### src/rtl/ps2_scancode_decoder_if.sv
// Byte handshake between the PS/2 receiver FIFO (master) and the scan-code decoder (slave).
// data is valid while ready=1; the slave pops one byte by driving nextdata_n low for one cycle.
interface ps2_scancode_decoder_if;
    logic [7:0] data;
    logic       ready;
    logic       nextdata_n;

    modport master (output data, output ready, input nextdata_n);
    modport slave  (input data, input ready, output nextdata_n);
endinterface

### src/rtl/ps2_scancode_decoder.sv
// PS/2 set-2 scan-code decoder: pops bytes from the receiver FIFO, strips E0/F0/E1 prefixes,
// and emits one-cycle key events with held-key, shift and press-count tracking.
module ps2_scancode_decoder #(
    parameter int PCNT_W   = 8,
    parameter bit SHIFT_EN = 1'b1
) (
    input  logic              clk,
    input  logic              rst,
    ps2_scancode_decoder_if.slave rx,
    output logic              key_valid,
    output logic [7:0]        key_code,
    output logic              key_ext,
    output logic              key_release,
    output logic              key_repeat,
    output logic [7:0]        key_ascii,
    output logic              key_held,
    output logic [7:0]        held_code,
    output logic              shift_held,
    output logic [PCNT_W-1:0] press_count,
    output logic [1:0]        dbg_state
);

    typedef enum logic [1:0] {
        S_IDLE = 2'd0,
        S_POP  = 2'd1,
        S_WAIT = 2'd2
    } state_t;

    state_t              state_q, state_d;
    logic [7:0]          byte_q, byte_d;
    logic                nextdata_n_q, nextdata_n_d;
    logic [2:0]          skip_cnt_q, skip_cnt_d;
    logic                ext_q, ext_d;
    logic                brk_q, brk_d;
    logic                key_valid_q, key_valid_d;
    logic [7:0]          key_code_q, key_code_d;
    logic                key_ext_q, key_ext_d;
    logic                key_release_q, key_release_d;
    logic                key_repeat_q, key_repeat_d;
    logic [7:0]          key_ascii_q, key_ascii_d;
    logic                key_held_q, key_held_d;
    logic                held_ext_q, held_ext_d;
    logic [7:0]          held_code_q, held_code_d;
    logic                shift_l_q, shift_l_d;
    logic                shift_r_q, shift_r_d;
    logic [PCNT_W-1:0]   press_count_q, press_count_d;
    logic                held_match;

    function automatic logic [7:0] ascii_of(input logic [7:0] code, input logic upper);
        logic [7:0] base;
        logic [4:0] idx;
        logic       is_letter;
        logic [7:0] res;
        base      = upper ? 8'h41 : 8'h61;
        idx       = 5'd0;
        is_letter = 1'b1;
        res       = 8'h00;
        case (code)
            8'h1C: idx = 5'd0;   8'h32: idx = 5'd1;   8'h21: idx = 5'd2;
            8'h23: idx = 5'd3;   8'h24: idx = 5'd4;   8'h2B: idx = 5'd5;
            8'h34: idx = 5'd6;   8'h33: idx = 5'd7;   8'h43: idx = 5'd8;
            8'h3B: idx = 5'd9;   8'h42: idx = 5'd10;  8'h4B: idx = 5'd11;
            8'h3A: idx = 5'd12;  8'h31: idx = 5'd13;  8'h44: idx = 5'd14;
            8'h4D: idx = 5'd15;  8'h15: idx = 5'd16;  8'h2D: idx = 5'd17;
            8'h1B: idx = 5'd18;  8'h2C: idx = 5'd19;  8'h3C: idx = 5'd20;
            8'h2A: idx = 5'd21;  8'h1D: idx = 5'd22;  8'h22: idx = 5'd23;
            8'h35: idx = 5'd24;  8'h1A: idx = 5'd25;
            default: is_letter = 1'b0;
        endcase
        if (is_letter) begin
            res = base + {3'b000, idx};
        end else begin
            case (code)
                8'h45: res = 8'h30;  8'h16: res = 8'h31;  8'h1E: res = 8'h32;
                8'h26: res = 8'h33;  8'h25: res = 8'h34;  8'h2E: res = 8'h35;
                8'h36: res = 8'h36;  8'h3D: res = 8'h37;  8'h3E: res = 8'h38;
                8'h46: res = 8'h39;  8'h29: res = 8'h20;  8'h5A: res = 8'h0D;
                8'h66: res = 8'h08;  8'h0D: res = 8'h09;
                default: res = 8'h00;
            endcase
        end
        return res;
    endfunction

    assign held_match = key_held_q && (held_ext_q == ext_q) && (held_code_q == byte_q);

    always_comb begin
        state_d       = state_q;
        byte_d        = byte_q;
        nextdata_n_d  = 1'b1;
        skip_cnt_d    = skip_cnt_q;
        ext_d         = ext_q;
        brk_d         = brk_q;
        key_valid_d   = 1'b0;
        key_code_d    = key_code_q;
        key_ext_d     = key_ext_q;
        key_release_d = key_release_q;
        key_repeat_d  = key_repeat_q;
        key_ascii_d   = key_ascii_q;
        key_held_d    = key_held_q;
        held_ext_d    = held_ext_q;
        held_code_d   = held_code_q;
        shift_l_d     = shift_l_q;
        shift_r_d     = shift_r_q;
        press_count_d = press_count_q;

        case (state_q)
            S_IDLE: begin
                if (rx.ready) begin
                    byte_d       = rx.data;
                    nextdata_n_d = 1'b0;
                    state_d      = S_POP;
                end
            end
            S_POP: begin
                state_d = S_WAIT;
            end
            S_WAIT: begin
                state_d = S_IDLE;
                // Pause (E1) tail bytes are swallowed whole, even ones that look like prefixes.
                if (skip_cnt_q != 3'd0) begin
                    skip_cnt_d = skip_cnt_q - 3'd1;
                end else if (byte_q == 8'hE1) begin
                    skip_cnt_d = 3'd7;
                    ext_d      = 1'b0;
                    brk_d      = 1'b0;
                end else if (byte_q == 8'hE0) begin
                    ext_d = 1'b1;
                end else if (byte_q == 8'hF0) begin
                    brk_d = 1'b1;
                end else if (byte_q == 8'h00 || byte_q == 8'hAA || byte_q == 8'hEE ||
                             byte_q == 8'hFA || byte_q == 8'hFE || byte_q == 8'hFF) begin
                    ext_d = 1'b0;
                    brk_d = 1'b0;
                end else begin
                    key_valid_d   = 1'b1;
                    key_code_d    = byte_q;
                    key_ext_d     = ext_q;
                    key_release_d = brk_q;
                    key_ascii_d   = ext_q ? 8'h00 : ascii_of(byte_q, SHIFT_EN && (shift_l_q || shift_r_q));
                    ext_d         = 1'b0;
                    brk_d         = 1'b0;
                    if (!brk_q) begin
                        key_repeat_d = held_match;
                        if (!held_match) begin
                            key_held_d    = 1'b1;
                            held_ext_d    = ext_q;
                            held_code_d   = byte_q;
                            press_count_d = press_count_q + PCNT_W'(1);
                        end
                        if (!ext_q && byte_q == 8'h12) shift_l_d = 1'b1;
                        if (!ext_q && byte_q == 8'h59) shift_r_d = 1'b1;
                    end else begin
                        key_repeat_d = 1'b0;
                        if (held_match) begin
                            key_held_d  = 1'b0;
                            held_ext_d  = 1'b0;
                            held_code_d = 8'h00;
                        end
                        if (!ext_q && byte_q == 8'h12) shift_l_d = 1'b0;
                        if (!ext_q && byte_q == 8'h59) shift_r_d = 1'b0;
                    end
                end
            end
            default: state_d = S_IDLE;
        endcase
    end

    always_ff @(posedge clk) begin
        if (rst) begin
            state_q       <= S_IDLE;
            byte_q        <= 8'h00;
            nextdata_n_q  <= 1'b1;
            skip_cnt_q    <= 3'd0;
            ext_q         <= 1'b0;
            brk_q         <= 1'b0;
            key_valid_q   <= 1'b0;
            key_code_q    <= 8'h00;
            key_ext_q     <= 1'b0;
            key_release_q <= 1'b0;
            key_repeat_q  <= 1'b0;
            key_ascii_q   <= 8'h00;
            key_held_q    <= 1'b0;
            held_ext_q    <= 1'b0;
            held_code_q   <= 8'h00;
            shift_l_q     <= 1'b0;
            shift_r_q     <= 1'b0;
            press_count_q <= '0;
        end else begin
            state_q       <= state_d;
            byte_q        <= byte_d;
            nextdata_n_q  <= nextdata_n_d;
            skip_cnt_q    <= skip_cnt_d;
            ext_q         <= ext_d;
            brk_q         <= brk_d;
            key_valid_q   <= key_valid_d;
            key_code_q    <= key_code_d;
            key_ext_q     <= key_ext_d;
            key_release_q <= key_release_d;
            key_repeat_q  <= key_repeat_d;
            key_ascii_q   <= key_ascii_d;
            key_held_q    <= key_held_d;
            held_ext_q    <= held_ext_d;
            held_code_q   <= held_code_d;
            shift_l_q     <= shift_l_d;
            shift_r_q     <= shift_r_d;
            press_count_q <= press_count_d;
        end
    end

    assign rx.nextdata_n = nextdata_n_q;
    assign key_valid     = key_valid_q;
    assign key_code      = key_code_q;
    assign key_ext       = key_ext_q;
    assign key_release   = key_release_q;
    assign key_repeat    = key_repeat_q;
    assign key_ascii     = key_ascii_q;
    assign key_held      = key_held_q;
    assign held_code     = held_code_q;
    assign shift_held    = shift_l_q || shift_r_q;
    assign press_count   = press_count_q;
    assign dbg_state     = state_q;

endmodule

### src/flat_wrapper.sv
// flat-port wrapper written by rule: the top's interface ports become plain ports
module ps2_scancode_decoder_flat 
#(
    parameter int PCNT_W   = 8,
    parameter bit SHIFT_EN = 1'b1
)
  (clk, rst, key_valid, key_code, key_ext, key_release, key_repeat, key_ascii, key_held, held_code, shift_held, press_count, dbg_state, rx_data, rx_ready, rx_nextdata_n);
  ps2_scancode_decoder_if rx_i ();
  input  logic clk;
  input  logic rst;
  output logic key_valid;
  output logic [7:0] key_code;
  output logic key_ext;
  output logic key_release;
  output logic key_repeat;
  output logic [7:0] key_ascii;
  output logic key_held;
  output logic [7:0] held_code;
  output logic shift_held;
  output logic [PCNT_W-1:0] press_count;
  output logic [1:0] dbg_state;
  input wire logic [$bits(rx_i.data)-1:0] rx_data;
  input wire logic [$bits(rx_i.ready)-1:0] rx_ready;
  output wire logic [$bits(rx_i.nextdata_n)-1:0] rx_nextdata_n;
  assign rx_i.data = rx_data;
  assign rx_i.ready = rx_ready;
  assign rx_nextdata_n = rx_i.nextdata_n;
  ps2_scancode_decoder #(.PCNT_W(PCNT_W), .SHIFT_EN(SHIFT_EN)) u_core (.clk(clk), .rst(rst), .rx(rx_i), .key_valid(key_valid), .key_code(key_code), .key_ext(key_ext), .key_release(key_release), .key_repeat(key_repeat), .key_ascii(key_ascii), .key_held(key_held), .held_code(held_code), .shift_held(shift_held), .press_count(press_count), .dbg_state(dbg_state));
endmodule
### config.mk
export PLATFORM = sky130hd
export DESIGN_NAME = ps2_scancode_decoder_flat
export DESIGN_NICKNAME = d
export VERILOG_FILES = /design/src/rtl/ps2_scancode_decoder_if.sv /design/src/rtl/ps2_scancode_decoder.sv /design/src/flat_wrapper.sv
export SDC_FILE = /design/constraint.sdc
export NUM_CORES = 1
export LEC_CHECK = 0
export ABC_AREA = 1
export CELL_PAD_IN_SITES_DETAIL_PLACEMENT = 2
export CELL_PAD_IN_SITES_GLOBAL_PLACEMENT = 2
export CORE_AREA = 2 2 108 110
export DETAILED_ROUTE_END_ITERATION = 10
export DIE_AREA = 0 0 110 112
export PLACE_DENSITY_LB_ADDON = 0.1
export RECOVER_POWER = 25
export SYNTH_ARGS = -nofsm -noshare
export SYNTH_HDL_FRONTEND = slang
export SYNTH_SLANG_ARGS = --single-unit
### constraint.sdc
create_clock -name clk -period 2 [get_ports clk]
set_input_delay 0.4 -clock clk [delete_from_list [all_inputs] [get_ports clk]]
set_output_delay 0.4 -clock clk [all_outputs]
set_load 0.02 [all_outputs]
[Word-level counts from Yosys, hierarchy flattened]
Index checks and enable logic that the tools add are counted.
Word-level totals
  output and inout port bits: 41
  logic and storage cells: 161
  register bits after elaboration: 56
Operators by class
  bitwise gates (word level): 9
  multiplexer cells: 45
  add/sub/neg operators: 3
  reduce and logical (&&, ||, !) cells: 27
  equality and inequality tests: 59
Operator list (number)
  == test 8 x 6 -> 1 bit, second input constant: 23
  case mux 5 bit (25 select lines): 1
  case mux 6 bit (14 select lines): 1
  == test 8 x 7 -> 1 bit, second input constant: 10
  == test 8 x 5 -> 1 bit, second input constant: 8
  == test 8 bit, second input constant: 8
  two-way mux 8 bit: 5
  two-way mux 5 bit: 6
  two-way mux 1 bit: 27
  OR reduction 26 bit: 1
  AND reduction 8 bit: 2
  AND reduction 7 bit: 2
  NOT 1 bit: 9
  adder 8 x 1 -> 8 bit, second input constant: 1
  adder 8 x 5 -> 8 bit: 1
  == test 8 x 4 -> 1 bit, second input constant: 1
  == test 8 bit: 1
  logical NOT 8 bit: 1
  logical OR 1 bit: 6
  two-way mux 3 bit: 2
  two-way mux 6 bit: 1
  AND reduction 3 bit: 2
  AND reduction 6 bit: 1
  OR reduction 6 bit: 1
  16 further kinds: 22

[Logic depth before layout (Yosys ltp)]
  depth in word-level cells: 15
  depth in mapped cells: 16

[Worst setup path before layout]
Ideal clock, no wire load.
  path kind: flip-flop to flip-flop
  start point: register u_core.skip_cnt_q[0]
  end point: register u_core.shift_l_q
  stages on the path, launching flop included: 13
  arrival time: 1.666 ns
  path buffers: 1
  path slack: 0.214 ns
  setup time: 0.119 ns
  required time: 1.881 ns
  path through: dfxtp_1 -> inv_1 -> ha_1 -> inv_1 -> nor2_1 -> nand2_1 -> nor3_1 -> nand2_2 -> nor2_1 -> buf_4 -> nand3_1 -> o21ai_0 -> a21oi_1
On the way
  cells in the longest elaborated chain, start to end: 3
Ends and longest elaborated chain
  start: declaration: line ps2_scancode_decoder.sv:32  | logic [2:0] skip_cnt_q, skip_cnt_d;
  start signal: assignment: line ps2_scancode_decoder.sv:193  | skip_cnt_q <= skip_cnt_d;
  nonzero test 3 bit: line ps2_scancode_decoder.sv:121  | if (skip_cnt_q != 3'd0) begin
  NOT 1 bit (no line)
  AND reduction 7 bit (no line)
  end signal: assignment: line ps2_scancode_decoder.sv:205  | shift_l_q <= shift_l_d;
  end: declaration: line ps2_scancode_decoder.sv:44  | logic shift_l_q, shift_l_d;
No other way between the ends.
A chain may end at the register's enable or synchronous reset.

[Worst setup path after layout]
  start point: register u_core.byte_q[7]
  end point: register u_core.key_ascii_q[5], in the netlist u_core.key_ascii[5]
On the way
  cells in the longest elaborated chain, start to end: 11
  elaborated cells between the ends (all ways): 78
  those cells by class: add/sub: 1; eq/ne: 48; mux: 17; bitwise: 4; reduce/logical: 8
Ends and longest elaborated chain
  start: declaration: line ps2_scancode_decoder.sv:30  | logic [7:0] byte_q, byte_d;
  start signal: assignment: line ps2_scancode_decoder.sv:191  | byte_q <= byte_d;
  == test 8 x 5 -> 1 bit, or another cell as far along: line ps2_scancode_decoder.sv:58  | case (code)
  case mux 5 bit (25 select lines) or OR reduction 26 bit (tied branches)
  two-way mux 5 bit or two-way mux 1 bit (tied branches): line ps2_scancode_decoder.sv:131, ps2_scancode_decoder.sv:58
  two-way mux 5 bit or two-way mux 1 bit (tied branches): line ps2_scancode_decoder.sv:129, ps2_scancode_decoder.sv:131
  two-way mux 5 bit or two-way mux 1 bit (tied branches): line ps2_scancode_decoder.sv:127, ps2_scancode_decoder.sv:129
  two-way mux 5 bit or two-way mux 1 bit (tied branches): line ps2_scancode_decoder.sv:123, ps2_scancode_decoder.sv:127
  two-way mux 5 bit or two-way mux 1 bit (tied branches): line ps2_scancode_decoder.sv:121, ps2_scancode_decoder.sv:123
  two-way mux 5 bit or two-way mux 1 bit (tied branches): line ps2_scancode_decoder.sv:107, ps2_scancode_decoder.sv:121
  adder 8 x 5 -> 8 bit or two-way mux 1 bit (tied branches): line ps2_scancode_decoder.sv:71, ps2_scancode_decoder.sv:107
  two-way mux 8 bit: line ps2_scancode_decoder.sv:70  | if (is_letter) begin
  two-way mux 8 bit: line ps2_scancode_decoder.sv:140  | key_ascii_d = ext_q ? 8'h00 : ascii_of(byte_q, SHIFT_EN && (shift_l_q || shift_r_q));
  end signal: assignment: line ps2_scancode_decoder.sv:201  | key_ascii_q <= key_ascii_d;
  end: declaration: line ps2_scancode_decoder.sv:40  | logic [7:0] key_ascii_q, key_ascii_d;
Parallel ways exist; a longest one is shown, timed or not. The select of a mux whose other input is x is not followed.

==> impl_metrics.toml <==
[synthesis]
ys_seq_area_share_pct = 36.5
synth_top_area_share_pct = 36.5
syn_area_mm2 = 0.00307
synth_cells = 476
syn-num-nets = 491
netlist-cell-type-count = 31
syn_area_per_cell_um2 = 6.45
ys_ff_latch = 56
synthTopCellsByArea = "dfxtp_1 (37%), nand2_1 (17%), a21oi_1 (7.3%)"
ys_warn_count = 0
yosysTopAreaCell = "dfxtp_1"

[setup_path]
rr_startpoint = "u_core.byte_q[7]"
cp-end-kind = "flop"
worst-r2r-setup-slack_ps = 50
critPathRequiredTime_ps = 2250
crit_type = "reg -> reg"
cp_data_arrival_time_ps = 2190
cp_max_fo = 5
worstReg2RegEnd = "u_core.key_ascii[5]"
reg2regPathDepth = 15
critPathLaunchType = "flop"

[pwr]
finalPower_mw = 2.63
ir_drop_v = 0.000333
leakage_nw = 1.82
power.density_mw_per_mm2 = 593

[global_route]
busiest_layer = "met2"
grt_use_total_pct = 20.4
grt_pass1_wl_mm = 19.7
grtUsageMet3_pct = 2.81
antenna_found_initial = 0
gr-total-overflow = 0
grt_pass1_vias = 3853
grt_max_degree = 30
grt_use_met2_pct = 37.2
use_met1_pct = 24.8

[sta]
skew_ps = 9.23
slew_violations = 0
worst_pin_slew_ps = 443
period_share_pct = 97.3
setup_viol = 0
rsz0062_at_grt = "true"
fin_crit_ps = 1950
relSlewSlack_pct = 70.4
setup_tns_ps = 0
hold_viol = 0
whs_ps = 453
fmax_mhz = 514

[cells_and_area]
final_cell_mix = "nand2_1 (126), clkdlybuf4s50_1 (51), dfxtp_1 (47), a21oi_1 (45), nor2_1 (39)"
fillers = 1318
final_common_cell = "nand2_1"
fin_util_pct = 39.8
drive_gt1_share_pct = 22.5
antenna_cells = 0
final_nets = 574
area_delta_synth_final_pct = 44.8

[floorplanning]
die_area_mm2 = 0.0123
io-pin-count = 52
initial_core_util_pct = 27.5
die_h_um = 112
coreArea_mm2 = 0.0112
core.rowCount = 39
die_x_um = 110

[placed_design]
io_buffer_count = 51
dp.final_hpwl_mm = 8.98
gp_congestion = 0.827

[route]
totalWireLength_mm = 12.0
route.detailed.drc = 0
postRouteAntennaNets = 0
dr.pass1.iters = 4
drtIter0Drc = 87
vias = 3473
vias_per_cell = 4.94
wl_per_cell_um = 17.1

[clock_network]
ctsLongestPathBuffers = 2
h-tree-depth = 2
cts-root-buf = "clkbuf_16"
clock_latency_ps = 300
path_clk_slew_ps = 70
cts_buffers = 5
cts.sinks = 56
cts_tree = "built"

[status]
status = "completed"

[worst_hold_path]
hold_depth = 2
whs_endpoint = "u_core.key_ascii[7]"
holdCritStartpoint = "u_core.key_ascii[7]"
min_path_type = "reg -> reg"

[run]
cap_violations = 0
## timing repair
item,CTS,global route
buffers inserted,3,7
gates cloned,0,1
pin swaps,1,16
endpoints found under the setup margin,22,35
gates resized for setup,17,76
hold endpoints to repair,0,0
hold buffers,0,0
## report_power, final
group,switching (mW),internal (mW),leakage [nW]
Sequential,0.0468,1.15,0.460
Clock,0.406,0.500,0.0701
Combinational,0.326,0.207,1.29
Total,0.780,1.85,1.82
## flip-flops by register name, indices dropped and copies added, names as in the netlist, 2 cells and up
signal              cells
u_core.byte_q           8
u_core.dbg_state        2
u_core.held_code        8
u_core.key_ascii        8
u_core.key_code         8
u_core.press_count      8
u_core.skip_cnt_q       3
## worst max path at each step
stage | slack (ps) | depth (start not counted) | start | end
after detailed placement | -210 | 14 | u_core.byte_q[1] | u_core.key_ascii[4]
after CTS | 4 | 12 | u_core.skip_cnt_q[0] | u_core.press_count[4]
final | 50 | 15 | u_core.byte_q[7] | u_core.key_ascii[5]
after floorplan | 210 | 12 | u_core.skip_cnt_q[0] | u_core.shift_l_q
after global routing | -100 | 15 | u_core.byte_q[0] | u_core.key_ascii[5]
after global placement | -200 | 14 | u_core.byte_q[1] | u_core.key_ascii[4]
## critical path, cell delays in order (launching register included)
cell	delay [ps]
dfxtp_4	370
buf_4	160
nand3_4	100
inv_2	50
nand2_2	70
nand2_1	90
nor2_2	170
nand2_2	120
nor2_4	160
buf_6	140
inv_1	60
nor2_4	120
nand2_1	80
nand3_1	90
nand2_1	60
inv_1	50
## per-stage QoR
step           std cells  area (um^2)  setup WS (ps)
2_1_floorplan        476         3070            214
3_3_place_gp         684         3930           -204
4_1_cts              695         4140           4.42
5_1_grt              703         4440          -95.1
6_report             703         4440           54.9
3_5_place_dp         684         3930           -208
## area by class of cell
cell class	instances	area (um^2)	share of cell area, %
Multi-Input combinational cell	363	1940	43.6
Tap cell	143	179	4.03
Inverter	40	163	3.66
Sequential cell	56	1150	25.9
Clock buffer	7	143	3.21
Clock inverter	1	7.51	0.169
Timing Repair Buffer	93	860	19.3
## layer usage
| metal | vias to the layer above | wire (um) |
|---|---|---|
| met4 | 0 | 236 |
| met2 | 36 | 6400 |
| li1 | 1720 | - |
| met5 | - | 0 |
| met1 | 1701 | 5190 |
| met3 | 16 | 205 |
## Yosys cell counts, drive strengths merged
library cell / n
nor2: 64
nand4: 6
buf: 12
a21oi: 45
clkbuf: 5
xnor2: 5
inv: 40
nor4: 1
and2: 1
a211oi: 1
o31ai: 1
o211ai: 1
ha: 4
nor3b: 1
and3: 1
xor2: 4
nand3: 39
nand3b: 2
o21ai: 37
dfxtp: 56
nor3: 8
nand2: 142
## cell families after synthesis
logic type               Yosys count  synth area share (%)
flip-flops                        56                  36.5
AO/OA/AOI/OAI                     85                  14.1
buffers and inverters             57                  7.87
AND/OR/NAND/NOR                  265                  37.3
adder cells (fa/ha/maj)            4                  1.63
XOR/XNOR                           9                  2.57
Power figures use the tool's default switching activity.
